## src/rtl/blur_seq_pkg.sv

```systemverilog
// Shared types and constants for the blur frame sequencer.
//   seq_state_t  : frame sequencer FSM states
//   KERNEL_*     : filter kernel select encodings
//   clamp_kernel : maps an out-of-range kernel request onto the largest kernel
package blur_seq_pkg;

  typedef enum logic [2:0] {
    IDLE,
    FETCH,
    STREAM,
    DRAIN,
    DONE
  } seq_state_t;

  localparam logic [2:0] KERNEL_1X1 = 3'b000;
  localparam logic [2:0] KERNEL_3X3 = 3'b001;
  localparam logic [2:0] KERNEL_5X5 = 3'b010;

  function automatic logic [2:0] clamp_kernel(input logic [2:0] req);
    logic [2:0] sel;
    case (req)
      KERNEL_1X1, KERNEL_3X3, KERNEL_5X5: sel = req;
      default:                            sel = KERNEL_5X5;
    endcase
    return sel;
  endfunction

endpackage

```

## src/rtl/blur_raster_counter.sv

```systemverilog
// Raster-order position counter: tracks row, column and linear address.
//   clk, reset : clock, asynchronous active-high reset
//   clear      : return to row 0 / col 0 / addr 0 (wins over enable)
//   enable     : advance one pixel; column wraps at last_col into the next row
//   last_row   : frame height - 1
//   last_col   : frame width - 1
//   addr       : current linear address
//   last       : current position is the final pixel of the frame
module blur_raster_counter #(
  parameter int DIM_W  = 10,
  parameter int ADDR_W = 17
) (
  input  logic              clk,
  input  logic              reset,
  input  logic              clear,
  input  logic              enable,
  input  logic [DIM_W-1:0]  last_row,
  input  logic [DIM_W-1:0]  last_col,
  output logic [ADDR_W-1:0] addr,
  output logic              last
);

  logic [DIM_W-1:0]  row_q, row_d;
  logic [DIM_W-1:0]  col_q, col_d;
  logic [ADDR_W-1:0] addr_q, addr_d;

  always_comb begin
    row_d  = row_q;
    col_d  = col_q;
    addr_d = addr_q;
    if (clear) begin
      row_d  = '0;
      col_d  = '0;
      addr_d = '0;
    end else if (enable) begin
      addr_d = addr_q + ADDR_W'(1);
      if (col_q == last_col) begin
        col_d = '0;
        row_d = row_q + DIM_W'(1);
      end else begin
        col_d = col_q + DIM_W'(1);
      end
    end
  end

  always_ff @(posedge clk or posedge reset) begin
    if (reset) begin
      row_q  <= '0;
      col_q  <= '0;
      addr_q <= '0;
    end else begin
      row_q  <= row_d;
      col_q  <= col_d;
      addr_q <= addr_d;
    end
  end

  assign addr = addr_q;
  assign last = (row_q == last_row) && (col_q == last_col);

endmodule

```

## src/rtl/blur_frame_sequencer.sv

```systemverilog
// Sequences one frame through the blurring filter: reads the input frame
// buffer in raster order, streams pixels into the filter with a frame-stable
// kernel select, and writes filter results in raster order to the output
// frame buffer.
// Ports:
//   clk, reset            : clock, asynchronous active-high reset
//   start/busy/done       : frame handshake (start ignored unless idle)
//   freq_flag_req         : requested kernel, clamped to 5x5 when invalid
//   image_height/width    : frame size, sampled on an accepted start
//   err_timeout           : drain watchdog tripped, sticky until next start
//   rd_en/rd_addr/rd_data : input buffer port, data returns 1 cycle after rd_en
//   filt_*                : filter data/valid/kernel in, result/valid out
//   wr_en/wr_addr/wr_data : output buffer write port
// Configuration:
//   SEQ_TIMEOUT_EN : when defined, a drain watchdog ends the frame after
//                    TIMEOUT_CYCLES cycles without a filter output.
module blur_frame_sequencer
  import blur_seq_pkg::*;
#(
  parameter int DATA_W         = 12,
  parameter int DIM_W          = 10,
  parameter int ADDR_W         = 17,
  parameter int TIMEOUT_CYCLES = 4096
) (
  input  logic              clk,
  input  logic              reset,
  input  logic              start,
  input  logic [2:0]        freq_flag_req,
  input  logic [DIM_W-1:0]  image_height,
  input  logic [DIM_W-1:0]  image_width,
  output logic              busy,
  output logic              done,
  output logic              err_timeout,
  output logic              rd_en,
  output logic [ADDR_W-1:0] rd_addr,
  input  logic [DATA_W-1:0] rd_data,
  output logic              filt_ready_in,
  output logic [2:0]        filt_freq_flag,
  output logic [DATA_W-1:0] filt_data_in,
  input  logic              filt_ready_out,
  input  logic [DATA_W-1:0] filt_data_out,
  output logic              wr_en,
  output logic [ADDR_W-1:0] wr_addr,
  output logic [DATA_W-1:0] wr_data
);

  if (TIMEOUT_CYCLES < 1) begin : g_bad_timeout
    $error("TIMEOUT_CYCLES must be at least 1");
  end

  seq_state_t        state_q, state_d;
  logic              busy_q, busy_d;
  logic              done_q, done_d;
  logic              err_timeout_q, err_timeout_d;
  logic              rd_en_q, rd_en_d;
  logic              filt_ready_in_q, filt_ready_in_d;
  logic [2:0]        flag_q, flag_d;
  logic              wr_en_q, wr_en_d;
  logic [ADDR_W-1:0] wr_addr_q, wr_addr_d;
  logic [DATA_W-1:0] wr_data_q, wr_data_d;
  logic [DIM_W-1:0]  height_q, height_d;
  logic [DIM_W-1:0]  width_q, width_d;
  // Set once N results have been written; later results are dropped.
  logic              out_full_q, out_full_d;

  logic              frame_clear;
  logic              in_enable, in_last;
  logic [ADDR_W-1:0] in_addr;
  logic              out_enable, out_last;
  logic [ADDR_W-1:0] out_addr;
  logic              frame_empty;

  // H*W is zero exactly when either dimension is zero.
  assign frame_empty = (image_height == '0) || (image_width == '0);

`ifdef SEQ_TIMEOUT_EN
  localparam int WD_W = $clog2(TIMEOUT_CYCLES + 1);
  logic [WD_W-1:0] wd_q, wd_d;
`endif

  blur_raster_counter #(.DIM_W(DIM_W), .ADDR_W(ADDR_W)) u_in_cnt (
    .clk      (clk),
    .reset    (reset),
    .clear    (frame_clear),
    .enable   (in_enable),
    .last_row (height_q - DIM_W'(1)),
    .last_col (width_q - DIM_W'(1)),
    .addr     (in_addr),
    .last     (in_last)
  );

  blur_raster_counter #(.DIM_W(DIM_W), .ADDR_W(ADDR_W)) u_out_cnt (
    .clk      (clk),
    .reset    (reset),
    .clear    (frame_clear),
    .enable   (out_enable),
    .last_row (height_q - DIM_W'(1)),
    .last_col (width_q - DIM_W'(1)),
    .addr     (out_addr),
    .last     (out_last)
  );

  always_comb begin
    state_d         = state_q;
    busy_d          = busy_q;
    done_d          = 1'b0;
    err_timeout_d   = err_timeout_q;
    rd_en_d         = 1'b0;
    // Read data returns one cycle after the strobe, so the filter valid
    // is simply the read strobe delayed by one cycle.
    filt_ready_in_d = rd_en_q;
    flag_d          = flag_q;
    wr_en_d         = 1'b0;
    wr_addr_d       = wr_addr_q;
    wr_data_d       = wr_data_q;
    height_d        = height_q;
    width_d         = width_q;
    out_full_d      = out_full_q;
    frame_clear     = 1'b0;
    in_enable       = 1'b0;
    out_enable      = 1'b0;

`ifdef SEQ_TIMEOUT_EN
    wd_d = '0;
    if ((state_q == DRAIN) && !filt_ready_out) begin
      wd_d = wd_q + WD_W'(1);
    end
`endif

    unique case (state_q)
      IDLE: begin
        if (start) begin
          height_d      = image_height;
          width_d       = image_width;
          flag_d        = clamp_kernel(freq_flag_req);
          err_timeout_d = 1'b0;
          busy_d        = 1'b1;
          frame_clear   = 1'b1;
          // An empty frame has nothing to write, so the output side starts full.
          out_full_d    = frame_empty;
          if (frame_empty) begin
            state_d = DONE;
          end else begin
            state_d = FETCH;
            rd_en_d = 1'b1;
          end
        end
      end
      FETCH, STREAM: begin
        // The read for the current address is being issued this cycle.
        if (in_last) begin
          state_d = DRAIN;
        end else begin
          in_enable = 1'b1;
          rd_en_d   = 1'b1;
          state_d   = STREAM;
        end
      end
      DRAIN: begin
        if (out_full_q) begin
          state_d = DONE;
        end
`ifdef SEQ_TIMEOUT_EN
        else if (wd_d == WD_W'(TIMEOUT_CYCLES)) begin
          err_timeout_d = 1'b1;
          state_d       = DONE;
        end
`endif
      end
      DONE: begin
        done_d  = 1'b1;
        busy_d  = 1'b0;
        state_d = IDLE;
      end
      default: begin
        state_d = IDLE;
        busy_d  = 1'b0;
      end
    endcase

    // Result capture runs alongside the FSM for the whole busy period.
    if (busy_q && filt_ready_out && !out_full_q) begin
      wr_en_d    = 1'b1;
      wr_addr_d  = out_addr;
      wr_data_d  = filt_data_out;
      out_enable = 1'b1;
      if (out_last) begin
        out_full_d = 1'b1;
      end
    end
  end

  always_ff @(posedge clk or posedge reset) begin
    if (reset) begin
      state_q         <= IDLE;
      busy_q          <= 1'b0;
      done_q          <= 1'b0;
      err_timeout_q   <= 1'b0;
      rd_en_q         <= 1'b0;
      filt_ready_in_q <= 1'b0;
      flag_q          <= 3'b000;
      wr_en_q         <= 1'b0;
      wr_addr_q       <= '0;
      wr_data_q       <= '0;
      height_q        <= '0;
      width_q         <= '0;
      out_full_q      <= 1'b0;
`ifdef SEQ_TIMEOUT_EN
      wd_q            <= '0;
`endif
    end else begin
      state_q         <= state_d;
      busy_q          <= busy_d;
      done_q          <= done_d;
      err_timeout_q   <= err_timeout_d;
      rd_en_q         <= rd_en_d;
      filt_ready_in_q <= filt_ready_in_d;
      flag_q          <= flag_d;
      wr_en_q         <= wr_en_d;
      wr_addr_q       <= wr_addr_d;
      wr_data_q       <= wr_data_d;
      height_q        <= height_d;
      width_q         <= width_d;
      out_full_q      <= out_full_d;
`ifdef SEQ_TIMEOUT_EN
      wd_q            <= wd_d;
`endif
    end
  end

  assign busy           = busy_q;
  assign done           = done_q;
  assign err_timeout    = err_timeout_q;
  assign rd_en          = rd_en_q;
  assign rd_addr        = in_addr;
  assign filt_ready_in  = filt_ready_in_q;
  assign filt_freq_flag = flag_q;
  // Gated so the filter sees zero data whenever no pixel is presented.
  assign filt_data_in   = filt_ready_in_q ? rd_data : '0;
  assign wr_en          = wr_en_q;
  assign wr_addr        = wr_addr_q;
  assign wr_data        = wr_data_q;

endmodule

```

## config.mk

```make
export PLATFORM = sky130hd
export DESIGN_NAME = blur_frame_sequencer
export DESIGN_NICKNAME = d
export VERILOG_FILES = /design/src/rtl/blur_seq_pkg.sv /design/src/rtl/blur_raster_counter.sv /design/src/rtl/blur_frame_sequencer.sv
export SDC_FILE = /design/constraint.sdc
export NUM_CORES = 1
export LEC_CHECK = 0
export ABC_AREA = 0
export BUFFER_PORTS_ARGS = -buffer_cell sky130_fd_sc_hd__clkbuf_2
export CELL_PAD_IN_SITES_DETAIL_PLACEMENT = 0
export CELL_PAD_IN_SITES_GLOBAL_PLACEMENT = 1
export CORE_MARGIN = 2
export CORE_UTILIZATION = 39
export DETAILED_ROUTE_END_ITERATION = 8
export PLACE_DENSITY_LB_ADDON = 0.1
export SLEW_MARGIN = 5
export SYNTH_ARGS = -nofsm -noshare
export SYNTH_HDL_FRONTEND = slang
export SYNTH_SLANG_ARGS = --single-unit
```

## constraint.sdc

```tcl
create_clock -name clk -period 4 [get_ports clk]
set_clock_uncertainty 0.1 [all_clocks]
set_input_delay 0.6 -clock clk [delete_from_list [all_inputs] [get_ports clk]]
set_output_delay 0.6 -clock clk [all_outputs]
set_load 0.005 [all_outputs]
```

==> impl_metrics.csv <==
group,metric,value,unit
route,dr.max_layer_used,"met4",
pwr,p_comb_frac,0.377,
critical_path,rr_endpoint,"u_in_cnt.row_q[0]",
floorplanning,core_region_area,18600,um2
clocking,clk_latency,0.43,ns
yosys,async_reset_ff_frac,1.00,
floorplanning,die_h,142,um
flow_run,drv_cap,0,
clocking,cts_resized,0,
final_layout,fin_area,8750,um2
clocking,post_cts_buffers,0,
placement,post-dp-hpwl,13100,um
sta,slew_headroom,0.486,
route,routed_wirelength,18400,um
hold_path,hold_path_class,"in -> async",
critical_path,setup.worst_path.class,"reg -> reg",
global_route,grt.overflow.total,0,
clocking,cts_buffers,17,
route,drt-vias-per-instance,5.28,
final_layout,num-nets-final,994,
final_layout,insertedDiodeCount,0,
sta,fin_tns_setup,0,ns
route,antenna_left,0,
global_route,grt_pass1_wl,30600,um
yosys,yosysUniqueCellTypes,72,
final_layout,area_growth,18.2,%
pwr,seqPwrFrac,0.367,
route,vias,6236,
floorplanning,io-pin-count,118,
sta,fmax,286,MHz
critical_path,crit_fanout,16,
critical_path,cp.required,4.21,ns
global_route,grt_pass1_vias,6155,
placement,gp_congestion,0.822,
route,wl_met2,8650,um
pwr,max-vdd-ir-drop,0.000336,V
global_route,antenna_found_initial,0,
critical_path,worst_r2r_path_depth,9,
status,outcome,"finished clean",
sta,worstMarginPinSlew,0.769,ns
yosys,netlist_instances,833,
yosys,ys.warnings.count,0,
floorplanning,fp.dieW,142,um
global_route,grt_max_degree,61,
floorplanning,rows,50,
pwr,power.share.clock,0.257,
pwr,p_leak,4.28,nW
final_layout,drive_gt1_frac,0.198,
global_route,grt.total_usage,0.190,
floorplanning,die_area,20100,um2
critical_path,arrival,3.70,ns
placement,dpl_cell_area,8180,um2
critical_path,crit_path_end_kind,"flip-flop",
route,drc,0,
route,wl_met1,8830,um
route,drt_first_pass_iters,5,
route,post_drt_wl_per_cell,15.6,um
sta,period_needed,3.49,ns
critical_path,r2r_setup_slack,0.51,ns
clocking,numClockSinks,135,
yosys,syn_area_per_cell,8.88,um2
critical_path,rr_startpoint,"width_q[0]",
pwr,p_int,3.53,mW
sta,period_share,0.873,
pwr,pwr_density_cell,677,nW/um2
clocking,cts_tree,"yes",
pwr,p_switching,2.39,mW
yosys,syn_area,7400,um2
route,drt-initial-drc-count,446,
clocking,cts_buffer_depth,2,
clocking,clk_pin_slew_worst_paths,0.06,ns
yosys,synth_nets,892,
sta,rsz0062_at_grt,"false",
yosys,yosysSeqAreaShare,0.457,
clocking,cts_hold_buf,0,
yosys,synth_edf_count,0,
placement,portBuffers,116,
sta,finalHoldViolCount,0,
yosys,ys_ff_latch,135,
clocking,cts_root_buf,"clkbuf_16",
route,met3_wirelength,702,um
sta,setup_viol,0,
sta,slew_viol_final,0,
floorplanning,initial_core_util,0.397,
clocking,cts-htree-levels,4,
pwr,power,5.92,mW
critical_path,critPathLaunchType,"flip-flop",
yosys,ys.flop_type,"dfrtp_1",
pwr,swShare,0.403,
[cell families after synthesis]
kind of cell / synth area share
AO/OA/AOI/OAI: 0.102
XOR/XNOR: 0.0927
adder cells (fa/ha/maj): 0.0135
buffers and inverters: 0.0335
flip-flops: 0.457
multiplexers: 0.0179
other: 0.000507
AND/OR/NAND/NOR: 0.283
[worst max-delay path by stage]
stage               cells past startpoint  slack (ns)           endpoint  startpoint
floorplan                              11        1.04  u_in_cnt.row_q[3]  width_q[0]
global placement                        9        0.63  u_in_cnt.row_q[0]  width_q[0]
detailed placement                      9        0.53  u_in_cnt.row_q[0]  width_q[0]
CTS                                     9        0.51  u_in_cnt.row_q[0]  width_q[0]
global route                           10        0.28  u_in_cnt.row_q[6]  width_q[0]
finish                                  9        0.51  u_in_cnt.row_q[0]  width_q[0]
[through the flow]
| stage | setup WS, ns | utilization | hold slack (ns) | cells |
|---|---|---|---|---|
| floorplan | 1.04 | - | 0.276 | 833 |
| global placement | 0.634 | 0.439 | 0.271 | 1150 |
| detailed placement | 0.531 | 0.439 | 0.271 | 1150 |
| CTS | 0.515 | 0.469 | 0.131 | 1182 |
| global route | 0.283 | 0.469 | 0.148 | 1182 |
| finish | 0.508 | 0.469 | 0.120 | 1182 |
[power by group through the flow]
| stage | Sequential (mW) | Combinational (mW) | Clock, mW |
|---|---|---|---|
| detailed placement | 2.19 | 2.25 | 0 |
| global placement | 2.17 | 2.19 | 0 |
| finish | 2.17 | 2.23 | 1.52 |
| floorplan | 1.99 | 1.80 | 0 |
| CTS | 2.17 | 2.26 | 1.56 |
| global route | 2.23 | 2.53 | 1.61 |
[worst max-delay path, stage by stage, from the launching register on]
cell and delay [ns]:
dfrtp_1 0.46, inv_1 0.11, ha_1 0.18, nor3b_2 0.46
a21oi_1 0.14, a2111oi_2 0.40, o211ai_2 0.18, or2_4 0.30
o31ai_4 0.63, mux2_2 0.40
[routing by layer]
metal,GRT usage,vias to the layer above
li1,-,3061
met4,0.0600,0
met3,0.0375,19
met5,0,-
met2,0.306,139
met1,0.260,3017
[cell usage after synthesis (3+ instances only)]
| cell type | n | area, um2 |
|---|---|---|
| xor2_1 | 40 | 350 |
| nand3_1 | 36 | 180 |
| mux2i_1 | 11 | 110 |
| nand4_1 | 16 | 100 |
| buf_2 | 6 | 30.0 |
| a21oi_1 | 29 | 145 |
| nand2b_1 | 3 | 18.8 |
| o21ai_0 | 20 | 100 |
| nand2_1 | 203 | 762 |
| buf_1 | 7 | 26.3 |
| nand3b_1 | 3 | 22.5 |
| clkbuf_1 | 26 | 97.6 |
| nor2b_1 | 4 | 25.0 |
| a31oi_1 | 6 | 37.5 |
| a31o_2 | 4 | 35.0 |
| dfrtp_1 | 135 | 3380 |
| nand4b_1 | 3 | 26.3 |
| a21o_1 | 6 | 45.0 |
| xnor2_1 | 33 | 289 |
| nor2_1 | 62 | 233 |
| nor3_1 | 13 | 65.1 |
| and2_1 | 17 | 106 |
| nor3b_1 | 4 | 30.0 |
| o211ai_1 | 6 | 45.0 |
| ha_1 | 8 | 100 |
| or2_2 | 11 | 68.8 |
| or3_1 | 13 | 81.3 |
| inv_1 | 15 | 56.3 |
| nor4_1 | 5 | 31.3 |
| o31ai_1 | 10 | 75.1 |
| and3_1 | 19 | 119 |
| and4b_1 | 3 | 30.0 |
| or4_1 | 6 | 45.0 |
[flip-flops by register name (all words and copies together), names as in the netlist, 10 cells and up]
signal / flops
height_q: 10
u_in_cnt.addr: 17
u_in_cnt.col_q: 10
u_in_cnt.row_q: 10
u_out_cnt.addr: 17
u_out_cnt.col_q: 10
u_out_cnt.row_q: 10
width_q: 10
wr_addr: 17
wr_data: 12
[placed cells by master (no fill, tap or decap), types with 11 or more instances in the layout]
| cell | count |
|---|---|
| nand4_1 | 16 |
| nand3_1 | 36 |
| nand2_1 | 203 |
| and2_1 | 17 |
| xnor2_1 | 33 |
| xor2_1 | 40 |
| nor2_1 | 62 |
| a21oi_1 | 29 |
| clkbuf_2 | 116 |
| nor3_1 | 13 |
| or3_1 | 13 |
| o21ai_0 | 20 |
| mux2i_1 | 11 |
| or2_2 | 11 |
| dfrtp_1 | 135 |
| clkbuf_16 | 17 |
| and3_1 | 19 |
| inv_1 | 14 |
[final cells by class]
class	instances	area, um2
repair buffers	126	668
flip-flops and latches	135	3380
clock buffers	20	447
multi-input cells	640	3780
fillers	1821	9900
clock inverters	12	120
well taps	234	293
inverters	15	60.1
No activity file was read; power rests on OpenSTA's default activity.
